[config.mk]
export PLATFORM = sky130hd
export DESIGN_NAME = ref_mem_loader
export DESIGN_NICKNAME = d
export VERILOG_FILES = /design/src/rtl/ref_mem_loader.sv
export SDC_FILE = /design/constraint.sdc
export NUM_CORES = 1
export LEC_CHECK = 0
export CAP_MARGIN = 20
export CORE_AREA = 2 2 304 306
export DETAILED_ROUTE_END_ITERATION = 7
export DIE_AREA = 0 0 306 308
export MAX_ROUTING_LAYER = met4
export PLACE_DENSITY = 0.46
export SKIP_CTS_REPAIR_TIMING = 1
export SYNTH_ARGS = -nofsm -noshare
export SYNTH_HDL_FRONTEND = slang
export SYNTH_SLANG_ARGS = --single-unit
export TNS_END_PERCENT = 10
[constraint.sdc]
create_clock -name clk -period 3.3 [get_ports clk]
set_input_delay 0.66 -clock clk [delete_from_list [all_inputs] [get_ports clk]]
set_output_delay 0.66 -clock clk [all_outputs]
set_load 0.02 [all_outputs]
[src/rtl/ref_mem_loader.sv]
// rtl/ref_mem_loader.sv - write-side loader for the 32-bank reference pixel memory.
// Optional REF_LOADER_PAD_EN: pad rows after an early pix_last by replicating the last row.
module ref_mem_loader #(
  parameter int PIXEL  = 8,
  parameter int BANKS  = 32,
  parameter int ADDR_W = 7
) (
  input  logic                    clk,
  input  logic                    rst,
  input  logic                    start,
  input  logic [7:0]              cfg_rows,
  input  logic [2:0]              cfg_cols,
  input  logic [BANKS*PIXEL-1:0]  pix_data,
  input  logic                    pix_valid,
  input  logic                    pix_last,
  output logic                    pix_ready,
  output logic [BANKS*PIXEL-1:0]  ref_input,
  output logic [BANKS-1:0]        Bank_sel,
  output logic [BANKS*ADDR_W-1:0] write_address_all,
  output logic                    busy,
  output logic                    win_done,
  output logic                    cfg_err
);
  localparam int BANK_W = $clog2(BANKS);
  localparam int DW     = BANKS * PIXEL;

`ifdef REF_LOADER_PAD_EN
  typedef enum logic [1:0] {IDLE, LOAD, PAD, DONE} state_t;
  logic [DW-1:0] r_buf [4];
`else
  typedef enum logic [1:0] {IDLE, LOAD, DONE} state_t;
`endif

  state_t      r_state;
  logic [7:0]  r_rows;
  logic [7:0]  r_row;
  logic [2:0]  r_cols;
  logic [2:0]  r_col;

  logic [3:0]        w_ceil;
  logic [8:0]        w_need;
  logic              w_cfg_bad;
  logic [BANK_W-1:0] w_bank;
  logic [ADDR_W-1:0] w_addr;
  logic              w_col_end;
  logic              w_row_end;
  logic              w_accept;

  assign w_ceil    = 4'((9'(cfg_rows) + 9'(BANKS - 1)) >> BANK_W);
  assign w_need    = 9'(w_ceil) * 9'(cfg_cols);
  assign w_cfg_bad = (cfg_rows == 8'd0) || (cfg_cols == 3'd0) || (cfg_cols > 3'd4) ||
                     (w_need > 9'(2 ** ADDR_W));
  // Bank is the row index modulo the bank count; each wrap of 32 rows moves to the next address block.
  assign w_bank    = r_row[BANK_W-1:0];
  assign w_addr    = ADDR_W'(9'(r_row >> BANK_W) * 9'(r_cols) + 9'(r_col));
  assign w_col_end = (r_col == r_cols - 3'd1);
  assign w_row_end = (r_row == r_rows - 8'd1);
  assign w_accept  = pix_valid && pix_ready;

  always_ff @(posedge clk) begin
    if (rst) begin
      r_state           <= IDLE;
      r_rows            <= '0;
      r_row             <= '0;
      r_cols            <= '0;
      r_col             <= '0;
      pix_ready         <= 1'b0;
      ref_input         <= '0;
      Bank_sel          <= '0;
      write_address_all <= '0;
      busy              <= 1'b0;
      win_done          <= 1'b0;
      cfg_err           <= 1'b0;
    end else begin
      win_done <= 1'b0;
      Bank_sel <= '0;
      case (r_state)
        IDLE: begin
          if (start) begin
            if (w_cfg_bad) begin
              cfg_err <= 1'b1;
            end else begin
              cfg_err   <= 1'b0;
              r_rows    <= cfg_rows;
              r_cols    <= cfg_cols;
              r_row     <= '0;
              r_col     <= '0;
              busy      <= 1'b1;
              pix_ready <= 1'b1;
              r_state   <= LOAD;
            end
          end
        end
        LOAD: begin
          if (w_accept) begin
            Bank_sel          <= BANKS'(1) << w_bank;
            ref_input         <= pix_data;
            write_address_all <= {BANKS{w_addr}};
`ifdef REF_LOADER_PAD_EN
            // Filling slots c..3 means a partial row is already completed with its last beat.
            for (int k = 0; k < 4; k++) begin
              if (3'(k) >= r_col) r_buf[k] <= pix_data;
            end
`endif
            if (w_col_end) begin
              r_col <= '0;
              r_row <= r_row + 8'd1;
            end else begin
              r_col <= r_col + 3'd1;
            end
            if (w_col_end && w_row_end) begin
              pix_ready <= 1'b0;
              r_state   <= DONE;
            end else if (pix_last) begin
              pix_ready <= 1'b0;
`ifdef REF_LOADER_PAD_EN
              r_state   <= PAD;
`else
              r_state   <= DONE;
`endif
            end
          end
        end
`ifdef REF_LOADER_PAD_EN
        PAD: begin
          Bank_sel          <= BANKS'(1) << w_bank;
          ref_input         <= r_buf[r_col[1:0]];
          write_address_all <= {BANKS{w_addr}};
          if (w_col_end) begin
            r_col <= '0;
            r_row <= r_row + 8'd1;
          end else begin
            r_col <= r_col + 3'd1;
          end
          if (w_col_end && w_row_end) r_state <= DONE;
        end
`endif
        DONE: begin
          busy     <= 1'b0;
          win_done <= 1'b1;
          r_state  <= IDLE;
        end
        default: r_state <= IDLE;
      endcase
    end
  end
endmodule

Yosys cells after proc, flatten, opt, wreduce, memory -nomap -nowiden
Cells that the tools add are included.
Word-level totals
  flip-flop bits (word level): 540
  output and inout bits: 516
  input port bits: 272
  word-level logic and storage cells: 79
Operators by class
  muxes and demuxes: 25
  $lt $le $gt $ge: 2
  multipliers: 2
  add/subtract/negate cells: 6
  reduce and logical (&&, ||, !) cells: 19
  eq/ne operators: 9
  bitwise gates (word level): 3
  shift-type cells: 1
Operator list (number)
  two-way mux 8 bit: 4
  left shift 1 x 5 -> 32 bit (first input constant): 1
  one-hot mux 8 bit (2 select lines): 1
  two-way mux 3 bit: 4
  two-way mux 2 bit: 5
  AND reduction 5 bit: 2
  adder 8 x 5 -> 9 bit (second input constant): 1
  adder 8 x 1 -> 8 bit (second input constant): 1
  equality test 8 bit: 1
  > comparator 7 x 8 -> 1 bit (second input constant): 1
  zero test 8 bit: 1
  != test 2 bit (second input constant): 4
  AND reduction 4 bit: 2
  subtractor 8 x 1 -> 8 bit (second input constant): 1
  adder 6 x 3 -> 7 bit: 1
  multiplier 4 x 3 -> 7 bit: 1
  two-way mux 1 bit: 7
  multiplier 3 x 3 -> 6 bit: 1
  one-hot mux 3 bit (2 select lines): 1
  AND reduction 3 bit: 2
  one-hot mux 1 bit (2 select lines): 2
  one-hot mux 2 bit (2 select lines): 1
  AND reduction 2 bit: 2
  nonzero test 2 bit: 2
  other kinds (13): 18

Depth between registers and ports, before layout
  depth after elaboration: 7
  mapped depth: 12
  gate-level depth less buffers: 11

Least setup slack after synthesis
Ideal clock, no wire load.
  path kind: flip-flop to flip-flop
  from: reg r_row[5]
  to: reg write_address_all[222]
  stages on the path, launching flop included: 12
  setup time: 0.070 ns
  data arrival time: 2.817 ns
  data required time: 3.230 ns
  clock period less this slack: 2.887 ns
  path slack: 0.413 ns
  path buffers: 1
  cells stage by stage: dfxtp_1 clkbuf_1 nand2_1 fa_1 fa_1 inv_1 fa_1 a21o_1 a21oi_1 xnor2_1 nand2_1 a21oi_1
On the way
  word-level cells in the longest chain between the ends: 2
RTL lines
  start: declaration: line 36  | logic [7:0] r_row;
  start signal: assignment: line 107  | r_row <= r_row + 8'd1;
  multiplier 3 x 3 -> 6 bit: line 55  | assign w_addr = ADDR_W'(9'(r_row >> BANK_W) * 9'(r_cols) + 9'(r_col));
  adder 6 x 3 -> 7 bit: line 55
  end signal: assignment: line 98  | write_address_all <= {BANKS{w_addr}};
  end: declaration: line 19  | output logic [BANKS*ADDR_W-1:0] write_address_all,
No other way between the ends.
A chain may end at the register's enable or synchronous reset.

Worst setup path in the final report
  from: reg r_cols[0]
  to: reg write_address_all[222]
On the way
  word-level cells in the longest chain between the ends: 2
RTL lines
  start: declaration: line 37  | logic [2:0] r_cols;
  start signal: assignment: line 85  | r_cols <= cfg_cols;
  multiplier 3 x 3 -> 6 bit: line 55
  adder 6 x 3 -> 7 bit: line 55
No other way between the ends.

==> results.py <==
metrics = {
    "floorplan": {
        "rows": 111,
        "io_pins": 788,
        "core_area_sq_um": 91000,
        "die_h_um": 308,
        "dieWidth_um": 306,
        "start_util_pct": 14.6,
        "die_area_sq_um": 94200,
    },
    "global_route": {
        "antenna_found_initial": 2,
        "grt_pass1_wl_mm": 75.6,
        "gr-total-overflow": 0,
        "grt_max_degree": 141,
        "first_global_vias": 12100,
        "grt_usage_pct": 10.7,
    },
    "power_and_ir_drop": {
        "ir_drop_mv": 0.344,
        "p_leak_nw": 7.51,
        "pwr-share-comb_pct": 12.3,
        "power_frac_clock_pct": 46.0,
        "p_sw_mw": 2.46,
        "pwr-share-seq_pct": 41.6,
        "p_total_mw": 9.82,
        "powerDensity_nw_per_um2": 440,
        "p_sw_share_pct": 25.1,
        "intPower_mw": 7.36,
    },
    "place": {
        "gp_congestion": 0.750,
        "dpl.hpwl_mm": 38.1,
        "port_buffers": 787,
    },
    "critical_path": {
        "cp-start-kind": "register",
        "crit-reg2reg-launch": "r_cols[0]",
        "crit_fanout": 6,
        "cp.buffers_inverters": 1,
        "crit_slowest_cell": "fa_1",
        "critPathKind": "reg2reg",
        "cp.arrival_ns": 3.25,
        "rr_worst_depth": 10,
        "crit_path_cell_trace": "nand2_1 -> fa_1 -> fa_1 -> inv_1 -> fa_1 -> a21o_1 -> a21oi_1 -> xnor2_1 -> nand2_1 -> a21oi_1",
        "cp_top_family": "adder cells",
        "critPathCaptureType": "register",
        "timing.reg2reg.setup_slack_ns": 0.54,
        "worst_path_largest_cell_delay_ns": 0.52,
        "cp_common_cell": "fa_1",
        "crit_required_ns": 3.80,
        "r2r_end": "write_address_all[222]",
    },
    "routing": {
        "avgRoutedWirePerCell_um": 15.3,
        "dr.first_iter.drc_count": 477,
        "route.vias.total": 12400,
        "first_pass_iters": 4,
        "totalWireLength_mm": 52.2,
        "drc": 0,
        "ant_nets": 0,
        "vias_per_cell": 3.63,
    },
    "yosys": {
        "ys.flop_type": "dfxtp_1",
        "yosys_warnings": 0,
        "synth-edff-count": 0,
        "syn-cell-area_sq_um": 13300,
        "ys_seq_elements": 323,
        "synth_area_leaders": "dfxtp_1 (49%), nand2_1 (15%), buf_4 (12%)",
        "synth_cell_types": 38,
        "yosysSeqAreaShare_pct": 48.7,
        "yosysTopAreaCellShare_pct": 48.7,
        "async_reset_ff_share_pct": 0,
        "synth_top_area_cell": "dfxtp_1",
        "syn_inst": 1657,
        "synth_area_per_cell_sq_um": 8.02,
        "synthesis.nets": 1951,
    },
    "timing": {
        "min_period_ns": 2.76,
        "max_slew_margin_pct": 40.4,
        "whs_ns": 0.449,
        "tightest_slew_ns": 0.893,
        "rsz0062_at_grt": "no",
        "skew_ns": 0.0174,
        "fin_tns_setup_ns": 0,
        "setup_viol": 0,
        "slew_violations": 0,
        "post-route-period-util_pct": 83.6,
        "timing.fmax_ghz": 0.363,
        "hold_violations": 0,
    },
    "job": {
        "cap_violations": 0,
    },
    "cts": {
        "clk_pin_slew_ns": 0.06,
        "cts-htree-levels": 2,
        "clk_path_buf_depth": 3,
        "cts_buffers": 41,
        "cts-root-buf": "clkbuf_16",
        "clock_latency_ns": 0.56,
        "cts_sinks": 323,
        "cts_tree": "done",
    },
    "final_layout": {
        "nets": 2496,
        "drive_gt1_share_pct": 4.44,
        "area_delta_synth_final_pct": 67.9,
        "fillCellCount": 9925,
    },
    "hold_path": {
        "holdPathEnd": "ref_input[62]",
        "hold_path_class": "reg2reg",
        "holdPathStages": 2,
        "min_from": "ref_input[62]",
    },
    "outcome": {
        "status": "complete, no violations",
    },
}
## synth_stat cells, types with 2 or more instances
cell type,n
a21o_1,4
a21oi_1,275
a31oi_1,5
and2_1,7
buf_2,26
buf_4,218
clkbuf_1,71
dfxtp_1,323
fa_1,3
ha_1,19
inv_1,18
mux2i_1,12
nand2_1,547
nand2b_1,3
nand3_1,11
nand3b_1,5
nand4_1,2
nor2_1,56
nor2b_1,3
nor3_1,6
nor4_1,4
nor4_2,2
o21ai_0,3
o21ai_1,2
or3_1,5
xnor2_1,12
xor2_1,4
## how the worst max path moves through the flow
stage	endpoint	startpoint	depth (start not counted)
2_1_floorplan	write_address_all[222]	r_row[5]	11
3_3_place_gp	write_address_all[222]	r_cols[0]	10
3_5_place_dp	write_address_all[222]	r_cols[0]	10
4_1_cts	write_address_all[61]	write_address_all[222]	2
5_1_grt	write_address_all[222]	r_cols[0]	10
6_report	write_address_all[222]	r_cols[0]	10
## final cells by class
| cell class | instances | area [sq um] | area share [%] |
|---|---|---|---|
| inverter | 18 | 67.6 | 0.303 |
| multi-input combinational | 1001 | 4720 | 21.2 |
| tap | 1186 | 1480 | 6.65 |
| sequential | 323 | 6470 | 29.0 |
| antenna | 2 | 5.00 | 0.0224 |
| clock inverter | 13 | 154 | 0.690 |
| timing repair buffer | 817 | 8220 | 36.9 |
| clock buffer | 60 | 1190 | 5.33 |
## placed cells by master, fill, tap and decap left out, types with 4 or more instances in the layout
| cell type | count |
|---|---|
| clkbuf_8 | 7 |
| nand3_1 | 11 |
| dfxtp_1 | 323 |
| mux2i_1 | 12 |
| clkbuf_16 | 42 |
| buf_12 | 9 |
| clkbuf_1 | 11 |
| nor4_1 | 4 |
| a21o_1 | 4 |
| buf_4 | 21 |
| or3_1 | 5 |
| inv_1 | 18 |
| nand3b_1 | 5 |
| nand2_1 | 547 |
| ha_1 | 19 |
| nor2_1 | 56 |
| xnor2_1 | 12 |
| nor3_1 | 5 |
| a21oi_1 | 275 |
| and2_1 | 7 |
| clkdlybuf4s50_1 | 786 |
| xor2_1 | 4 |
| a31oi_1 | 5 |
| clkinv_2 | 8 |
## worst min-delay path, stage by stage (launching register included)
cell and delay [ns]:
dfxtp_1 0.30, nand2_1 0.05, a21oi_1 0.05
## flip-flops by register name, indices dropped and copies added (netlist names)
| name | count |
|---|---|
| pix_ready | 1 |
| r_cols | 3 |
| cfg_err | 1 |
| r_col | 3 |
| r_rows | 8 |
| Bank_sel | 32 |
| win_done | 1 |
| r_row | 8 |
| write_address_all | 7 |
| busy | 1 |
| ref_input | 256 |
| r_state | 2 |
## routing by layer
| metal | global-route usage [%] | routed length [um] | vias to the layer above |
|---|---|---|---|
| li1 | - | - | 6174 |
| met1 | 11.8 | 20900 | 5673 |
| met2 | 18.4 | 25800 | 500 |
| met3 | 3.46 | 4220 | 68 |
| met4 | 3.28 | 1230 | 0 |
| met5 | - | 0 | - |
## power groups by stage
stage	Sequential [mW]	Combinational [mW]	Clock, mW
global placement	4.17	1.23	0
floorplan	4.29	0.403	0
CTS	4.09	1.23	4.75
finish	4.09	1.21	4.52
detailed placement	4.17	1.23	0
global route	4.10	1.30	4.89
## per-stage QoR
stage | area (sq um) | worst slack, ns | cells | util (%)
CTS | 22300 | 0.502 | 3418 | 24.5
finish | 22300 | 0.543 | 3420 | 24.5
global route | 22300 | 0.359 | 3420 | 24.5
global placement | 21000 | 0.520 | 3345 | 23.0
floorplan | 13300 | 0.413 | 1657 | -
detailed placement | 21000 | 0.539 | 3345 | 23.0
## kinds of logic after synthesis
kind of cell	synth area share [%]
DFF	48.7
adders and majority gates	2.24
and+or+nand+nor	19.8
muxes	0.904
xor gates and xnor gates	1.23
AOI/OAI and AO/OA	11.3
buffers and inverters	15.8
(Power assumes the default switching activity.)
